### src/rtl/transmisor_uart.sv
// ---------------------------------------------------------------------------
// transmisor_uart
//   UART 8N1 transmitter. Accepts a byte on a single-cycle valid strobe while
//   idle and sends it LSB-first: one start bit (0), eight data bits, one stop
//   bit (1). Each bit lasts CLKS_PER_BIT clocks. The line idles high.
//
// Parameters
//   CLKS_PER_BIT : clocks per serial bit (default 87 = 10 MHz / 115200), >= 2
//
// Ports
//   i_Clock     : clock, rising-edge active
//   i_Reset     : asynchronous, active-high reset
//   i_Tx_DV     : byte-valid strobe, only sampled in IDLE
//   i_Tx_Byte   : byte to send, captured on the accepting edge
//   o_Tx_Serial : serial line output, idles high
//   o_Tx_Active : high while a frame is on the line
//   o_Tx_Done   : one-cycle pulse after the stop bit completes
// ---------------------------------------------------------------------------
module transmisor_uart #(
  parameter int CLKS_PER_BIT = 87
) (
  input  logic       i_Clock,
  input  logic       i_Reset,
  input  logic       i_Tx_DV,
  input  logic [7:0] i_Tx_Byte,
  output logic       o_Tx_Serial,
  output logic       o_Tx_Active,
  output logic       o_Tx_Done
);

  localparam int CNT_W = (CLKS_PER_BIT > 2) ? $clog2(CLKS_PER_BIT) : 1;
  localparam logic [CNT_W-1:0] CNT_LAST = CNT_W'(CLKS_PER_BIT - 1);

  typedef enum logic [2:0] {
    IDLE,
    START,
    DATA,
    STOP,
    CLEANUP
  } state_t;

  state_t           r_state;
  state_t           w_state_next;
  logic [CNT_W-1:0] r_clk_cnt;
  logic [CNT_W-1:0] w_clk_cnt_next;
  logic [2:0]       r_bit_idx;
  logic [2:0]       w_bit_idx_next;
  logic [7:0]       r_byte;
  logic [7:0]       w_byte_next;
  logic             r_serial;
  logic             w_serial_next;
  logic             r_active;
  logic             w_active_next;
  logic             r_done;
  logic             w_done_next;
  logic             w_bit_end;
  logic [2:0]       w_bit_idx_inc;

  assign w_bit_end     = (r_clk_cnt == CNT_LAST);
  assign w_bit_idx_inc = r_bit_idx + 3'd1;

  // All outputs are registered so the line changes right after each edge.
  always_ff @(posedge i_Clock or posedge i_Reset) begin
    if (i_Reset) begin
      r_state   <= IDLE;
      r_clk_cnt <= '0;
      r_bit_idx <= '0;
      r_byte    <= '0;
      r_serial  <= 1'b1;
      r_active  <= 1'b0;
      r_done    <= 1'b0;
    end else begin
      r_state   <= w_state_next;
      r_clk_cnt <= w_clk_cnt_next;
      r_bit_idx <= w_bit_idx_next;
      r_byte    <= w_byte_next;
      r_serial  <= w_serial_next;
      r_active  <= w_active_next;
      r_done    <= w_done_next;
    end
  end

  // Next-state logic: the value written here is what the line shows for the
  // cycle after the edge, so each transition already drives the next bit.
  always_comb begin
    w_state_next   = r_state;
    w_clk_cnt_next = r_clk_cnt;
    w_bit_idx_next = r_bit_idx;
    w_byte_next    = r_byte;
    w_serial_next  = r_serial;
    w_active_next  = r_active;
    w_done_next    = r_done;

    unique case (r_state)
      IDLE: begin
        w_clk_cnt_next = '0;
        w_bit_idx_next = '0;
        w_serial_next  = 1'b1;
        w_active_next  = 1'b0;
        w_done_next    = 1'b0;
        if (i_Tx_DV) begin
          w_byte_next   = i_Tx_Byte;
          w_active_next = 1'b1;
          w_serial_next = 1'b0;
          w_state_next  = START;
        end
      end

      START: begin
        if (w_bit_end) begin
          w_clk_cnt_next = '0;
          w_serial_next  = r_byte[0];
          w_state_next   = DATA;
        end else begin
          w_clk_cnt_next = r_clk_cnt + 1'b1;
        end
      end

      DATA: begin
        if (w_bit_end) begin
          w_clk_cnt_next = '0;
          if (r_bit_idx != 3'd7) begin
            w_bit_idx_next = w_bit_idx_inc;
            w_serial_next  = r_byte[w_bit_idx_inc];
          end else begin
            w_bit_idx_next = '0;
            w_serial_next  = 1'b1;
            w_state_next   = STOP;
          end
        end else begin
          w_clk_cnt_next = r_clk_cnt + 1'b1;
        end
      end

      STOP: begin
        if (w_bit_end) begin
          w_clk_cnt_next = '0;
          w_done_next    = 1'b1;
          w_active_next  = 1'b0;
          w_state_next   = CLEANUP;
        end else begin
          w_clk_cnt_next = r_clk_cnt + 1'b1;
        end
      end

      CLEANUP: begin
        w_done_next  = 1'b0;
        w_state_next = IDLE;
      end

      default: begin
        w_state_next   = IDLE;
        w_clk_cnt_next = '0;
        w_bit_idx_next = '0;
        w_serial_next  = 1'b1;
        w_active_next  = 1'b0;
        w_done_next    = 1'b0;
      end
    endcase
  end

  assign o_Tx_Serial = r_serial;
  assign o_Tx_Active = r_active;
  assign o_Tx_Done   = r_done;

endmodule

### config.mk
export PLATFORM = sky130hd
export DESIGN_NAME = transmisor_uart
export DESIGN_NICKNAME = d
export VERILOG_FILES = /design/src/rtl/transmisor_uart.sv
export SDC_FILE = /design/constraint.sdc
export NUM_CORES = 1
export LEC_CHECK = 0
export ABC_AREA = 1
export BUFFER_PORTS_ARGS = -buffer_cell sky130_fd_sc_hd__buf_4
export CAP_MARGIN = 15
export CORE_MARGIN = 5
export CORE_UTILIZATION = 33
export CTS_CLUSTER_SIZE = 30
export DETAILED_ROUTE_END_ITERATION = 8
export PLACE_DENSITY = 0.48
export SLEW_MARGIN = 20
export SYNTH_ARGS = -nofsm -noshare
export SYNTH_HDL_FRONTEND = slang
export SYNTH_SLANG_ARGS = --single-unit
### constraint.sdc
create_clock -name i_Clock -period 3.8 [get_ports i_Clock]
set_clock_uncertainty 0.15 [all_clocks]
set_input_delay 0.38 -clock i_Clock [delete_from_list [all_inputs] [get_ports i_Clock]]
set_output_delay 0.38 -clock i_Clock [all_outputs]
set_load 0.005 [all_outputs]
After elaboration in Yosys (flattened, before gate mapping)
Index checks and enable logic that the tools add are counted.
{"block": "totals", "reg_bits": 24, "input_bits": 11, "out_inout_bits": 3, "word_cells": 60}
{"block": "classes", "n_addsub": 2, "order_cmp": 1, "eq_ne": 11, "n_mux": 23, "bitwise_logic": 4, "reduce_logical": 12}
{"operator": "2-to-1 mux 3 bit", "count": 7}
{"operator": "case mux 7 bit (2 select lines)", "count": 1}
{"operator": "case mux 3 bit (4 select lines)", "count": 1}
{"operator": "!= test 2 bit (second input constant)", "count": 5}
{"operator": "OR reduction 3 bit", "count": 3}
{"operator": "2-to-1 mux 1 bit", "count": 8}
{"operator": "AND reduction 2 bit", "count": 4}
{"operator": "adder 7 x 1 -> 7 bit (second input constant)", "count": 1}
{"operator": "== test 7 bit (second input constant)", "count": 1}
{"operator": "2-to-1 mux 7 bit", "count": 1}
{"operator": "== test 3 x 2 -> 1 bit (second input constant)", "count": 2}
{"operator": "case mux 3 bit (2 select lines)", "count": 1}
{"operator": "AND reduction 5 bit", "count": 1}
{"operator": "< comparator 3 x 4 -> 1 bit (second input constant)", "count": 1}
{"operator": "inverter 1 bit", "count": 4}
{"operator": "case mux 1 bit (4 select lines)", "count": 1}
{"operator": "OR reduction 2 bit", "count": 2}
{"operator": "adder 3 x 1 -> 3 bit (second input constant)", "count": 1}
{"operator": "binary-select mux 1 bit (select 3 bit)", "count": 1}
{"operator": "== test 3 x 1 -> 1 bit (second input constant)", "count": 1}
{"operator": "== test 3 bit (second input constant)", "count": 1}
{"operator": "zero test 3 bit", "count": 1}
{"operator": "!= test 3 bit (second input constant)", "count": 1}
{"operator": "case mux 1 bit (3 select lines)", "count": 1}
{"operator": "other kinds (2)", "count": 2}

Depth between registers and ports, before layout
{"block": "logic_depth", "ltp_word": 6, "depth_mapped": 10, "ltp_nobuf": 10}

Least setup slack after synthesis
No wires, ideal clock.
{"block": "synth_path", "kind": "flip-flop to flip-flop", "from": "register r_bit_idx[0]", "to": "register r_serial, in the netlist o_Tx_Serial", "setup_time_ns": 0.073, "arrival_ns": 1.324, "required_time_ns": 3.577, "path_slack_ns": 2.253, "stages_incl_launch_ff": 9, "path_buffers": 0, "period_less_slack_ns": 1.547, "path_cell_list": "dfrtp_1 ha_1 ha_1 inv_1 nand3_1 nand3_1 nand3_1 nand2_1 a21oi_1"}
{"block": "synth_between", "elab_chain_len": 6, "word_cells_on_any_way": 7, "cone_classes": "add/sub (1); eq/ne (1); mux (5)"}
{"element": "start: declaration", "line": "46", "text": "logic [2:0] r_bit_idx;"}
{"element": "start signal: assignment", "line": "75", "text": "r_bit_idx <= w_bit_idx_next;"}
{"element": "adder 3 x 1 -> 3 bit", "line": "60", "text": "assign w_bit_idx_inc = r_bit_idx + 3'd1;"}
{"element": "binary-select mux 1 bit (select 3 bit)", "line": "124", "text": "w_serial_next = r_byte[w_bit_idx_inc];"}
{"element": "2-to-1 mux 1 bit (not written as such)", "line": "124"}
{"element": "2-to-1 mux 1 bit (*)", "line": "122", "text": "if (r_bit_idx != 3'd7) begin"}
{"element": "2-to-1 mux 1 bit (*)", "line": "120", "text": "if (w_bit_end) begin"}
{"element": "case mux 1 bit (4 select lines) (*)", "line": "94", "text": "unique case (r_state)"}
{"element": "end signal: assignment", "line": "77", "text": "r_serial <= w_serial_next;"}
{"element": "end: declaration", "line": "50", "text": "logic r_serial;"}
Every way passes the cells marked *; elsewhere a longest branch is shown, timed or not. The select of a mux whose other input is x is not followed.
A chain may end at the register's enable or synchronous reset.

Worst setup path in the final report
Same ends and word-level chain as after synthesis.

==> summary.txt <==
Floorplanning
  • Die X-Extent: 72.4 um
  • I/O pin cnt: 14
  • Initial Util: 34.5%
  • Core area: 3720 um2
  • Chip height: a little over 70 um
  • Die area: between 5000 and 6000 um2
  • # rows: 22

Cells and area
  • Most common cell after layout, fill and taps aside: nand2_1
  • Nets: 182
  • Syn-to-layout area delta: 16.6%
  • Share of cells above drive strength 1: between 20% and 30%
  • Commonest non-fill, non-tap cells in the layout: 37 x nand2_1, 23 x dfrtp_1, 15 x inv_1
  • Ant. Diodes: 0
  • Layout Utilization: 40.3%

Synthesis
  • Cell accounting for the most synthesized area: dfrtp_1
  • Synth Instances: 149
  • Syn_nets: about 160
  • Distinct cells, synth: 24
  • #FFs+latches synth: 24
  • Yosys warning count: 0
  • Largest cells by area after synthesis: dfrtp_1 45%, nand2_1 11%, mux2_2 7.0%
  • Top-area cell type share of the netlist area: 44.8%
  • Sequential fraction of the synthesis area: between 40% and 50%
  • Cell area after synthesis: between 1000 and 1500 um2
  • Average size of a mapped cell: between 8 and 9 um2

STA
  • Final hold violations: 0
  • Setup_tns: 0 ns
  • Crit path time final: 1.74 ns
  • Max-slew headroom: 38.8%
  • Tcrit/Tclk final: a little under half
  • Slew Limit Fails: 0
  • Final setup fails: 0
  • Fmax: 574 MHz
  • RSZ-0062 raised after global routing: false
  • Worst-margin pin slew: 0.917 ns

Drt
  • Initial drt markers: 65
  • Drt wl/cell: between 10 and 15 um
  • DR vias/cell: 4.81
  • Vias: 1,029
  • DRT Pass-1 Iters: 4
  • Post-DRT Antenna Nets: 0
  • DR DRC count: 0
  • Total Wirelength: 2.63 mm

Pwr
  • Total power: 0.443 mW
  • PwrDens: just under 300 nW/um2
  • Leak: 0.755 nW
  • Peak supply drop: 0.145 mV

CTS
  • CTS Sinks: 24
  • CTS buffer count: 3
  • CTS root buf: clkbuf_8
  • CTS tree: done
  • Clock Tree Buf Depth: 2
  • Post-CTS sizing: 0
  • CTS Hold Bufs: 0
  • Clock transition at path regs: 0.09 ns
  • Post-CTS setup buffers: 0
  • Max H-tree Level: 1
  • Later-pin clock latency in the skew report: 0.26 ns

Setup path
  • CP Capture Type: flop
  • WP data required: 3.85 ns
  • CP Max Fanout: 6
  • Crit path launch: r_bit_idx[0]
  • WP data arrival: approximately 1.8 ns
  • Worst setup path category: flop to flop
  • Startpoint type of the worst setup path: flop
  • Crit Reg-Reg Startpoint: r_bit_idx[0]

Global routing
  • Global routing's busiest layer: met2
  • Met2 Use GR: 18.2%
  • First-pass GRT wire length: 4.47 mm
  • Grt met3 use: 2.91%
  • Global route total overflow: 0
  • Tot GR Track Use: 10.8%
  • Met1 GRT Util: 13.4%
  • Initial antenna violation count: 0
  • Vias in the first global route: 976
  • Largest net degree at the start of global routing: 25

Job
  • Max-cap violation count: 0

Hold path
  • Hold WC Path Type: input port to async pin

Place
  • Hpwl dp: roughly 2 mm
  • GPL Wtd Cong: 0.842
  • PortBufs: 13

Status
  • Result of the run: complete, no violations
## cells in the mapped netlist (all sizes together)
master / n
dfstp: 1
nand4: 2
nand3: 15
clkinv: 1
inv: 18
ha: 4
nand3b: 1
nor2: 14
nand2: 40
a21oi: 10
mux2: 8
dfrtp: 23
a31oi: 1
xor2: 1
o31ai: 2
o21ai: 8
## power by group
group          switching [mW]  internal [mW]  total [mW]
registers                   0          0.255       0.255
logic                 0.00632        0.00665      0.0130
clock network          0.0824         0.0924       0.175
total                  0.0887          0.354       0.443
## metrics by stage
step | setup WS, ns | std cells | hold slack [ns] | instance area [um2]
floorplan | 2.25 | 149 | 0.244 | 1280
global placement | 2.09 | 210 | 0.333 | 1440
detailed placement | 2.10 | 210 | 0.345 | 1440
CTS | 2.07 | 214 | 0.191 | 1500
global route | 1.92 | 214 | 0.188 | 1500
finish | 2.06 | 214 | 0.163 | 1500
## kinds of logic (layout without fill, tap and decap cells)
group / count (synthesis) / in the layout / synth area share [%]
simple gates: 72 / 72 / 25.9
xor+xnor: 1 / 1 / 0.682
flops: 24 / 24 / 46.9
fa+ha+maj: 4 / 4 / 3.90
buf+inv: 19 / 36 / 5.55
compound gates: 21 / 21 / 10.0
mux: 8 / 8 / 7.02
## routing by layer
layer  up-vias  part of all wire, %  wire length, um
met5         -                    0                0
met4         0                 0.65               17
met3         2                  5.2              137
met2        28                   48             1260
met1       478                   46             1210
li1        521                    -                -
## area by class of cell
| cell class | instances | area, um2 |
|---|---|---|
| Timing Repair Buffer | 13 | 97.6 |
| Clock buffer | 4 | 55.1 |
| Multi-Input combinational cell | 106 | 611 |
| Tap cell | 48 | 60.1 |
| Fill cell | 389 | 2220 |
| Sequential cell | 24 | 602 |
| Inverter | 19 | 71.3 |
## worst paths after layout
| check | slack, ns | end | depth (start not counted) |
|---|---|---|---|
| setup / recovery | 2.06 | o_Tx_Serial | 8 |
| hold / removal | 0.16 | r_byte[3] | 2 |
| setup reg to reg | 2.06 | o_Tx_Serial | 8 |
| hold reg to reg | 0.36 | r_bit_idx[1] | 2 |
| max in group asynchronous | 2.77 | r_state[0] | 2 |
| min in group i_Clock | 0.19 | r_byte[2] | 2 |
## worst max-delay path, cell delays in order, from the launching register on
cell and delay (ns):
dfrtp_1 0.45, ha_1 0.23, ha_1 0.31, inv_1 0.10, nand3_1 0.09, nand3_1 0.07, nand3_1 0.09, nand2_1 0.06
a21oi_1 0.13
## registers in the layout, indices dropped and copies added, names as in the netlist
register	flops
o_Tx_Active	1
o_Tx_Done	1
o_Tx_Serial	1
r_bit_idx	3
r_byte	8
r_clk_cnt	7
r_state	3
Power figures use the tool's default switching activity.
